### config.mk
export PLATFORM = sky130hd
export DESIGN_NAME = pi_ebus_seq
export DESIGN_NICKNAME = d
export VERILOG_FILES = /design/src/rtl/pi_ebus_seq.sv
export SDC_FILE = /design/constraint.sdc
export NUM_CORES = 1
export LEC_CHECK = 0
export ABC_AREA = 1
export BUFFER_PORTS_ARGS = -buffer_cell sky130_fd_sc_hd__buf_2
export CAP_MARGIN = 5
export CORE_UTILIZATION = 50
export CTS_CLUSTER_DIAMETER = 40
export DETAILED_ROUTE_END_ITERATION = 12
export PLACE_DENSITY_LB_ADDON = 0.05
export REMOVE_ABC_BUFFERS = 1
export SLEW_MARGIN = 40
export SYNTH_ARGS = -nofsm -noshare
export SYNTH_HDL_FRONTEND = slang
export SYNTH_SLANG_ARGS = --single-unit
### constraint.sdc
create_clock -name clk_pi_h -period 3.79 [get_ports clk_pi_h]
set_clock_uncertainty 0.1 [all_clocks]
set_input_delay 0.5685 -clock clk_pi_h [delete_from_list [all_inputs] [get_ports clk_pi_h]]
set_output_delay 0.5685 -clock clk_pi_h [all_outputs]
set_load 0.02 [all_outputs]
### src/rtl/pi_ebus_seq.sv
// Priority-interrupt EBUS sequencer: picks the highest eligible PI level, wins the
// EBUS, runs one function cycle to fetch the interrupt word, with a demand timeout.
module pi_ebus_seq #(
    parameter int          DATA_W   = 36,
    parameter int          TMO_CYC  = 1024,
    parameter logic [2:0]  FCN_CODE = 3'b001
) (
    input  logic              clk_pi_h,
    input  logic              mr_reset_l,
    input  logic [6:0]        ebus_pi_h,
    input  logic              pi_on_h,
    input  logic [6:0]        pi_level_on_h,
    input  logic [6:0]        pi_hold_h,
    input  logic              ebus_grant_h,
    input  logic              ebus_xfer_h,
    input  logic [DATA_W-1:0] ebus_d_h,
    output logic              ebus_req_h,
    output logic              ebus_demand_h,
    output logic [2:0]        ebus_f_h,
    output logic [2:0]        ebus_cs_h,
    output logic              pi_vec_valid_h,
    output logic [DATA_W-1:0] pi_vec_h,
    output logic [2:0]        pi_vec_level_h,
    output logic              pi_timeout_h,
    output logic              pi_busy_h
);

    typedef enum logic [2:0] {IDLE, REQ, DEMAND, XWAIT, RELEASE} state_t;

    localparam logic [15:0] TMO_LAST = 16'(TMO_CYC - 1);

    state_t            state_reg, state_next;
    logic [2:0]        level_reg, level_next;
    logic [15:0]       cnt_reg, cnt_next;
    logic              req_reg, req_next;
    logic              demand_reg, demand_next;
    logic [2:0]        f_reg, f_next;
    logic [2:0]        cs_reg, cs_next;
    logic              valid_reg, valid_next;
    logic [DATA_W-1:0] vec_reg, vec_next;
    logic [2:0]        vec_level_reg, vec_level_next;
    logic              tmo_reg, tmo_next;

    logic [6:0] elig;
    logic [2:0] sel_level;

    // A held level blocks itself and every lower-priority (higher-index) level.
    genvar gi;
    generate
        for (gi = 0; gi < 7; gi++) begin : g_elig
            assign elig[gi] = ebus_pi_h[gi] & pi_level_on_h[gi] & pi_on_h & ~(|pi_hold_h[gi:0]);
        end
    endgenerate

    always_comb begin
        sel_level = 3'd0;
        for (int i = 6; i >= 0; i--) begin
            if (elig[i]) sel_level = 3'(i + 1);
        end
    end

    always_comb begin
        state_next     = state_reg;
        level_next     = level_reg;
        cnt_next       = cnt_reg;
        req_next       = req_reg;
        demand_next    = demand_reg;
        f_next         = f_reg;
        cs_next        = cs_reg;
        valid_next     = 1'b0;
        vec_next       = vec_reg;
        vec_level_next = vec_level_reg;
        tmo_next       = 1'b0;
        case (state_reg)
            IDLE: begin
                if (sel_level != 3'd0) begin
                    level_next = sel_level;
                    req_next   = 1'b1;
                    state_next = REQ;
                end
            end
            REQ: begin
                if (!pi_on_h) begin
                    req_next   = 1'b0;
                    state_next = IDLE;
                end else if (ebus_grant_h) begin
                    f_next      = FCN_CODE;
                    cs_next     = level_reg;
                    demand_next = 1'b1;
                    cnt_next    = 16'd0;
                    state_next  = DEMAND;
                end
            end
            DEMAND: begin
                // Transfer takes precedence over a simultaneous timeout.
                if (ebus_xfer_h) begin
                    vec_next       = ebus_d_h;
                    vec_level_next = level_reg;
                    demand_next    = 1'b0;
                    state_next     = XWAIT;
                end else if (cnt_reg == TMO_LAST) begin
                    tmo_next    = 1'b1;
                    demand_next = 1'b0;
                    req_next    = 1'b0;
                    f_next      = 3'd0;
                    cs_next     = 3'd0;
                    state_next  = RELEASE;
                end else begin
                    cnt_next = cnt_reg + 16'd1;
                end
            end
            XWAIT: begin
                if (!ebus_xfer_h) begin
                    valid_next = 1'b1;
                    req_next   = 1'b0;
                    f_next     = 3'd0;
                    cs_next    = 3'd0;
                    state_next = RELEASE;
                end
            end
            RELEASE: state_next = IDLE;
            default: state_next = IDLE;
        endcase
    end

    always_ff @(posedge clk_pi_h) begin
        if (!mr_reset_l) begin
            state_reg     <= IDLE;
            level_reg     <= 3'd0;
            cnt_reg       <= 16'd0;
            req_reg       <= 1'b0;
            demand_reg    <= 1'b0;
            f_reg         <= 3'd0;
            cs_reg        <= 3'd0;
            valid_reg     <= 1'b0;
            vec_reg       <= '0;
            vec_level_reg <= 3'd0;
            tmo_reg       <= 1'b0;
        end else begin
            state_reg     <= state_next;
            level_reg     <= level_next;
            cnt_reg       <= cnt_next;
            req_reg       <= req_next;
            demand_reg    <= demand_next;
            f_reg         <= f_next;
            cs_reg        <= cs_next;
            valid_reg     <= valid_next;
            vec_reg       <= vec_next;
            vec_level_reg <= vec_level_next;
            tmo_reg       <= tmo_next;
        end
    end

    assign ebus_req_h     = req_reg;
    assign ebus_demand_h  = demand_reg;
    assign ebus_f_h       = f_reg;
    assign ebus_cs_h      = cs_reg;
    assign pi_vec_valid_h = valid_reg;
    assign pi_vec_h       = vec_reg;
    assign pi_vec_level_h = vec_level_reg;
    assign pi_timeout_h   = tmo_reg;
    assign pi_busy_h      = (state_reg != IDLE);

endmodule

==> results of run 1 <==
through the flow:
stage                     utilization, %  total power, mW  instances  worst slack (ns)  instance area, µm²
final                              65.52            2.119        655             1.690                3971
after detailed placement           62.08            1.510        639             1.646                3762
after CTS                          65.52            2.135        655             1.703                3971
after global routing               65.52            2.247        655             1.470                3971
after global placement             62.08            1.500        639             1.410                3762
after floorplan                        -            1.311        453             1.680                3108
synth_stat cells, drive strengths merged:
library cell | count | share of area, %
a211oi | 3 | 0.86
a21oi | 61 | 9.8
a31oi | 1 | 0.39
and3 | 1 | 0.20
buf | 9 | 2.0
clkbuf | 9 | 1.1
conb | 1 | 0.12
dfxtp | 69 | 43
ha | 1 | 0.39
inv | 52 | 6.2
nand2 | 160 | 20
nand3 | 22 | 3.8
nand3b | 1 | 0.23
nand4 | 13 | 2.5
nor2 | 38 | 4.5
nor3 | 10 | 1.6
nor4 | 2 | 0.39
o21ai | 10 | 1.6
or2 | 2 | 0.39
or3 | 1 | 0.23
xor2 | 4 | 1.1
per-layer routing:
metal | share of wire, % | GRT usage, %
met2 | 48 | 38.76
met4 | 1.7 | 10.53
met3 | 5.2 | 6.778
met5 | 0 | 0
met1 | 45 | 27.48
critical path, cell delays in order (launching register included):
cell and delay, ns:
dfxtp_1 0.33, nor2_2 0.14, nand2_2 0.10, inv_4 0.14, nand2_4 0.27, inv_2 0.48
buf_4 0.26, nand2_1 0.06, a21oi_1 0.12
worst min-delay path by stage:
stage                                    from                        end  slack (ns)  depth (start not counted)
detailed placement  pi_vec_h[22]$_SDFFE_PN0P_  pi_vec_h[22]$_SDFFE_PN0P_        0.35                          2
global placement    pi_vec_h[34]$_SDFFE_PN0P_  pi_vec_h[34]$_SDFFE_PN0P_        0.35                          2
global route                     ebus_d_h[25]  pi_vec_h[25]$_SDFFE_PN0P_        0.35                          3
finish                            ebus_xfer_h  pi_vec_valid_h$_SDFF_PN0_        0.35                          2
CTS                               ebus_xfer_h  pi_vec_valid_h$_SDFF_PN0_        0.34                          2
floorplan           level_reg[2]$_SDFFE_PN0P_  level_reg[2]$_SDFFE_PN0P_        0.35                          2
cells by family (layout without fill, tap and decap cells):
family,count (synthesis),in the layout,share of synthesized area (%)
fa+ha+maj,1,1,0.3909
xor+xnor,4,4,1.094
simple gates,250,250,33.46
other cells,1,2,0.1172
compound gates,75,75,12.59
flops,69,69,43.16
buf+inv,70,179,9.187
cell type report:
cell class / count / area [µm²] / share of cell area [%]
sequential: 69 / 1381 / 34.78
inverter: 52 / 197.7 / 4.978
clock inverter: 6 / 71.32 / 1.796
multi-input combinational: 332 / 1529 / 38.50
timing repair buffer: 111 / 560.5 / 14.11
clock buffer: 10 / 137.6 / 3.466
tap: 75 / 93.84 / 2.363
power groups by stage:
stage               clock network (mW)  logic, mW  registers (mW)
floorplan                            0      0.405           0.906
global placement                     0      0.647           0.853
detailed placement                   0      0.655           0.855
CTS                              0.640      0.656           0.839
global route                     0.667      0.731           0.849
finish                           0.623      0.656           0.839
==> run metrics, run 1 <==
clock latency on the worst-skew pair=0.35 ns; via count=3,264; Hold Crit Class=in2reg; Worst setup startpoint=state_reg[2]$_SDFFE_PN0P_; P_sw=798.0 µW; crit-path max FO=42; CTS Hold Bufs=0; post-synthesis sequential area ratio=43.16%; Net Sw Frac=37.66%; setup TNS=0 ns; Initial Util=52.81%; Core Rows=28; Residual DRC=0; PwrDens=533.6 mW/mm²; Tcrit/Tclk final=55.42%; clock transition at the registers of the reported paths=0.08 ns; Max clock buf depth=2; # fillers=576; syn_area_per_cell=6.810 µm²; worst setup path class=reg2reg; vias in the first global route=2,807; antenna violations before repair=0; R2R Path End=pi_vec_h[7]$_SDFFE_PN0P_; Flop pwr share=39.6%; maxcap violations=0; Mapped Area=0.003201 mm²; Seq cells post-synth=69; Hold WS=0.3517 ns; # nets final=638; first-pass GRT wire length=11,920 µm; fraction of layout cells with a size suffix above 1=25.52%; Max Fclk=476.1 MHz; Core ar.=0.006061 mm²; r2r setup slk=1.69 ns; final worst path period need=2.100 ns; total wire length=7660 µm; DIE AREA=0.006725 mm²; commonest non-fill, non-tap cells in the layout=nand2_1, buf_2, dfxtp_1; clock sinks=69; # H-tree levels=3; Slew @ Worst Pin=0.5937 ns; Gate power share=31.0%; Clock Tree Root=clkbuf_8; total track usage=23.28%; Int Power=1.321 mW; DR vias/cell=4.983; synthesized instance count=470; Max-slew headroom=60.42%; r2r worst-path depth=8; # diodes=0; commonest non-fill, non-tap cell in the layout=nand2_1; GPL Wtd Cong=0.9145; largest net degree at the start of global routing=57; Port Buf Inserts=109; CTS tree=done; Starting DRT DRC Count=152; CP arrival=2.28 ns; Hold Vio Cnt, Final=0; Max VDD drop=0.0003518 V; width of the die=82.01 µm; Cell variety after synth=32; type of origin of the critical path=flop; LEAKAGE=1.875 nW; global route overflow=0; drt pass-1 iters=4; total CTS buffers=9; max FFs per register=36; required time of the critical path=3.97 ns; RSZ-0062 raised after global routing=no; FF-to-FF Start=state_reg[2]$_SDFFE_PN0P_; Area Overhead vs Synth=24.08%; chip height=82.01 µm; crit path capture=pi_vec_h[7]$_SDFFE_PN0P_; routed len/inst=11.69 µm; clock power share=29.4%; Final setup viols=0; status=finished clean; Final HPWL DP=5505 µm; DRT antenna net count=0; post_cts resized=0; setup bufs post-CTS=0; I/O pins=112; Yosys warning count=0; Final Max Slew Viols=0; Worst Setup End Kind=flop
No activity file was read; power rests on OpenSTA's default activity.
==> inputs of run 2 (changes only) <==
--- a/config.mk
+++ b/config.mk
@@ -5,10 +5,10 @@
 export SDC_FILE = /design/constraint.sdc
 export NUM_CORES = 1
 export LEC_CHECK = 0
-export ABC_AREA = 1
+export ABC_AREA = 0
 export BUFFER_PORTS_ARGS = -buffer_cell sky130_fd_sc_hd__buf_2
 export CAP_MARGIN = 5
-export CORE_UTILIZATION = 50
+export CORE_UTILIZATION = 49
 export CTS_CLUSTER_DIAMETER = 40
 export DETAILED_ROUTE_END_ITERATION = 12
 export PLACE_DENSITY_LB_ADDON = 0.05
==> constraint.sdc (replaced) <==
create_clock -name clk_pi_h -period 2.08 [get_ports clk_pi_h]
set_clock_uncertainty 0.1 [all_clocks]
set_input_delay 0.312 -clock clk_pi_h [delete_from_list [all_inputs] [get_ports clk_pi_h]]
set_output_delay 0.312 -clock clk_pi_h [all_outputs]
set_load 0.02 [all_outputs]
==> run metrics, run 2 <==
Buf+Inv Stages, Crit Path=2 (-1); EDFF count, synth=0 (unchanged); Residual DRC=0 (unchanged); Net Sw Frac=21.87% (-16 points); Max VDD drop=0.0003914 V (+11%); required time of the critical path=2.21 ns (-1.76 ns); Gate power share=6.3% (-25 points); cell area after layout=0.004071 mm² (+2.5%); antenna violations before repair=0 (unchanged); Port Buf Inserts=109 (unchanged); total wire length=7127 µm (-7.0%); clock sinks=69 (unchanged); cell with the most instances on the worst path=buf_4; first-pass GRT wire length=11,360 µm (-4.7%); Yosys top cell area share=44.46% (+1.3 points); fin cells=572 (-13%); Clock Tree Root=clkbuf_8; Post-DP Area=0.003827 mm² (+1.7%); max FFs per register=36 (unchanged); Slew @ Worst Pin=0.6011 ns (+0.007444 ns); XOR/XNOR Fraction of Synth Area=2.255% (+1.2 points); Hold Crit Class=in2reg; routed len/inst=12.46 µm (+6.5%); maxcap violations=0 (unchanged); Compound-Gate Fraction of Synth Area=22.51% (+9.9 points); final worst path period need=1.987 ns (-0.1136 ns); synthesized instance count=371 (-21%); Area Overhead vs Synth=31.05%; combinational family with the most area after synthesis=simple AND/OR/NAND/NOR gates; ys flop type=dfxtp_1; slowest cell on the critical path=a311o_1; Final Max Slew Viols=0 (unchanged); worst setup path class=reg2reg; # fillers=520 (-9.7%); chip height=81.63 µm (-0.46%); drt pass-1 iters=4 (unchanged); PwrDens=677.7 mW/mm² (+27%); type of origin of the critical path=flop; Final setup viols=0 (unchanged); Hold Vio Cnt, Final=0 (unchanged); Initial Util=51.56% (-1.3 points); Core ar.=0.006026 mm² (-0.58%); largest net degree at the start of global routing=40 (-30%); Int Power=2.156 mW (+63%); Mapped Area=0.003107 mm² (-2.9%); Cell variety after synth=54 (+69%); # H-tree levels=3 (unchanged); post-synthesis sequential area ratio=44.46% (+1.3 points); DR vias/cell=5.250 (+5.4%); Final HPWL DP=5165 µm (-6.2%); max incr delay on CP=0.37 ns (-0.11 ns); CTS tree=done; Worst Setup End Kind=flop; status=finished clean; final worst slack=0.09318 ns (-1.596 ns); clock transition at the registers of the reported paths=0.08 ns (about the same); width of the die=81.63 µm (-0.46%); placed cell count=555 (-13%); Post-synth ARST share=0% (unchanged); post-synthesis mux area share=0.3222% (+0.32 points); clock latency on the worst-skew pair=0.34 ns (about the same); adder-cell share of the synthesized area=0.4027% (+0.012 points); Max clock buf depth=2 (unchanged); total chip power=2.759 mW (+30%); Max-slew headroom=59.65% (-0.77 points); crit-path max FO=6 (-86%); # diodes=0 (unchanged); CP arrival=2.12 ns (-0.16 ns); vias in the first global route=2,612 (-6.9%); count leader, synth=nand2_1; Flop pwr share=48.3% (+8.7 points); via count=3,003 (-8.0%); Max Fclk=503.3 MHz (+5.7%); I/O pins=112 (unchanged); DIE AREA=0.006663 mm² (-0.92%); Seq cells post-synth=69 (unchanged); clock power share=45.5% (+16 points); Starting DRT DRC Count=100 (-34%); commonest non-fill, non-tap cell in the layout=buf_2; global route overflow=0 (unchanged); DRT antenna net count=0 (unchanged); Placement Setup Slack=-0.03959 ns (-1.685 ns); # nets final=555 (-13%); commonest non-fill, non-tap cells in the layout=buf_2, nand2_1, dfxtp_1; Yosys top cell by area=dfxtp_1; Yosys warning count=0 (unchanged); GPL Wtd Cong=0.8860 (-3.1%); syn_area_per_cell=8.374 µm² (+23%); fraction of layout cells with a size suffix above 1=31.99% (+6.5 points); Core Rows=28 (unchanged); P_sw=603.4 µW (-24%); ranking of synthesized cells by area=dfxtp_1, nand2_1, a21boi_0; Synth top cells by count=nand2_1, dfxtp_1, a21boi_0; CP Cell Sequence=ha_1 > nor3b_1 > nand4_1 > buf_4 > buf_4 > nand3_1 > nand2_1 > a311o_1; LEAKAGE=1.726 nW (-7.9%); total track usage=22.24% (-1.0 points); CP top delay family=simple AND/OR/NAND/NOR gates; total CTS buffers=9 (unchanged); Synth Area in Simple Gates=26.18% (-7.3 points); Tcrit/Tclk final=95.52% (+40 points)
[run 2: changes by cell type in the layout (fill, tap and decap cells not counted), moves of 7 or more]
| cell | before | now |
|---|---|---|
| nand2_1 | 153 | 95 |
| or3_1 | 0 | 7 |
| buf_4 | 2 | 21 |
| a21boi_0 | 0 | 39 |
| nor3_1 | 10 | 2 |
| nor2_1 | 37 | 16 |
| a21oi_1 | 59 | 10 |
| inv_1 | 48 | 5 |
| nand4_1 | 13 | 4 |
| o211ai_1 | 0 | 8 |
| nand3_1 | 20 | 6 |
[run 2: layer usage]
layer	track usage (%)	vias up	part of all wire (%)	wire [µm]
li1	-	1540	-	-
met1	26.71	1366	47	3342
met2	36.75	88	44	3124
met3	7.222	9	7.9	565
met4	8.596	0	1.3	94
met5	0	-	0	0
[run 2: timing repair]
item	CTS	global route
gates resized for setup	0	1
setup buffers	0	1
setup endpoints to repair	0	19
hold buffers	0	0
[run 2: cell families (layout without fill, tap and decap cells)]
family | Yosys count | after routing
and+or+nand+nor | 169 | 169
AOI/OAI and AO/OA | 95 | 95
adders and majority gates | 1 | 1
DFF | 69 | 69
other | 1 | 2
buffers and inverters | 27 | 152
muxes | 1 | 1
xor gates and xnor gates | 8 | 8
[run 2: power groups by stage]
stage               Combinational (mW)  Sequential [mW]  Clock, mW
finish                           0.173             1.33       1.25
global route                     0.192             1.33       1.34
CTS                              0.174             1.33       1.28
detailed placement               0.173             1.36          0
global placement                 0.171             1.36          0
floorplan                       0.0631             1.37          0
[run 2: final timing paths]
| check | from | endpoint | slack, ns | cells after the start |
|---|---|---|---|---|
| worst max-delay path | cnt_reg[0]$_SDFFE_PN0P_ | state_reg[1]$_SDFFE_PN0P_ | 0.09 | 8 |
| worst min-delay path | ebus_d_h[16] | pi_vec_h[16]$_SDFFE_PN0P_ | 0.11 | 3 |
| worst max register to register | cnt_reg[0]$_SDFFE_PN0P_ | state_reg[1]$_SDFFE_PN0P_ | 0.09 | 8 |
| worst min register to register | pi_vec_h[22]$_SDFFE_PN0P_ | pi_vec_h[22]$_SDFFE_PN0P_ | 0.36 | 2 |
[run 2: final cells by class]
cell class	count	area, µm²	area share [%]
multi-input combinational	276	1622	39.83
sequential	69	1381	33.93
timing repair buffer	131	723.2	17.76
clock buffer	11	151.4	3.718
tap	75	93.84	2.305
clock inverter	5	81.33	1.998
inverter	5	18.77	0.4610
[run 2: metrics by stage]
step                      util (%)  hold WS [ns]  setup TNS (ns)
after CTS                    67.38       0.09031               0
after global routing         67.57       0.09624        -0.02610
after global placement       63.52        0.3465               0
final                        67.57        0.1051               0
after floorplan                  -        0.3295          -35.37
after detailed placement     63.52        0.3534        -0.03959
[run 2: worst register-to-register path, delay by kind of cell, from the launching register on]
family	cells	cell delay, ns
buf+inv	2	0.34
flops	1	0.34
fa+ha+maj	1	0.23
compound gates	1	0.37
simple gates	4	0.51
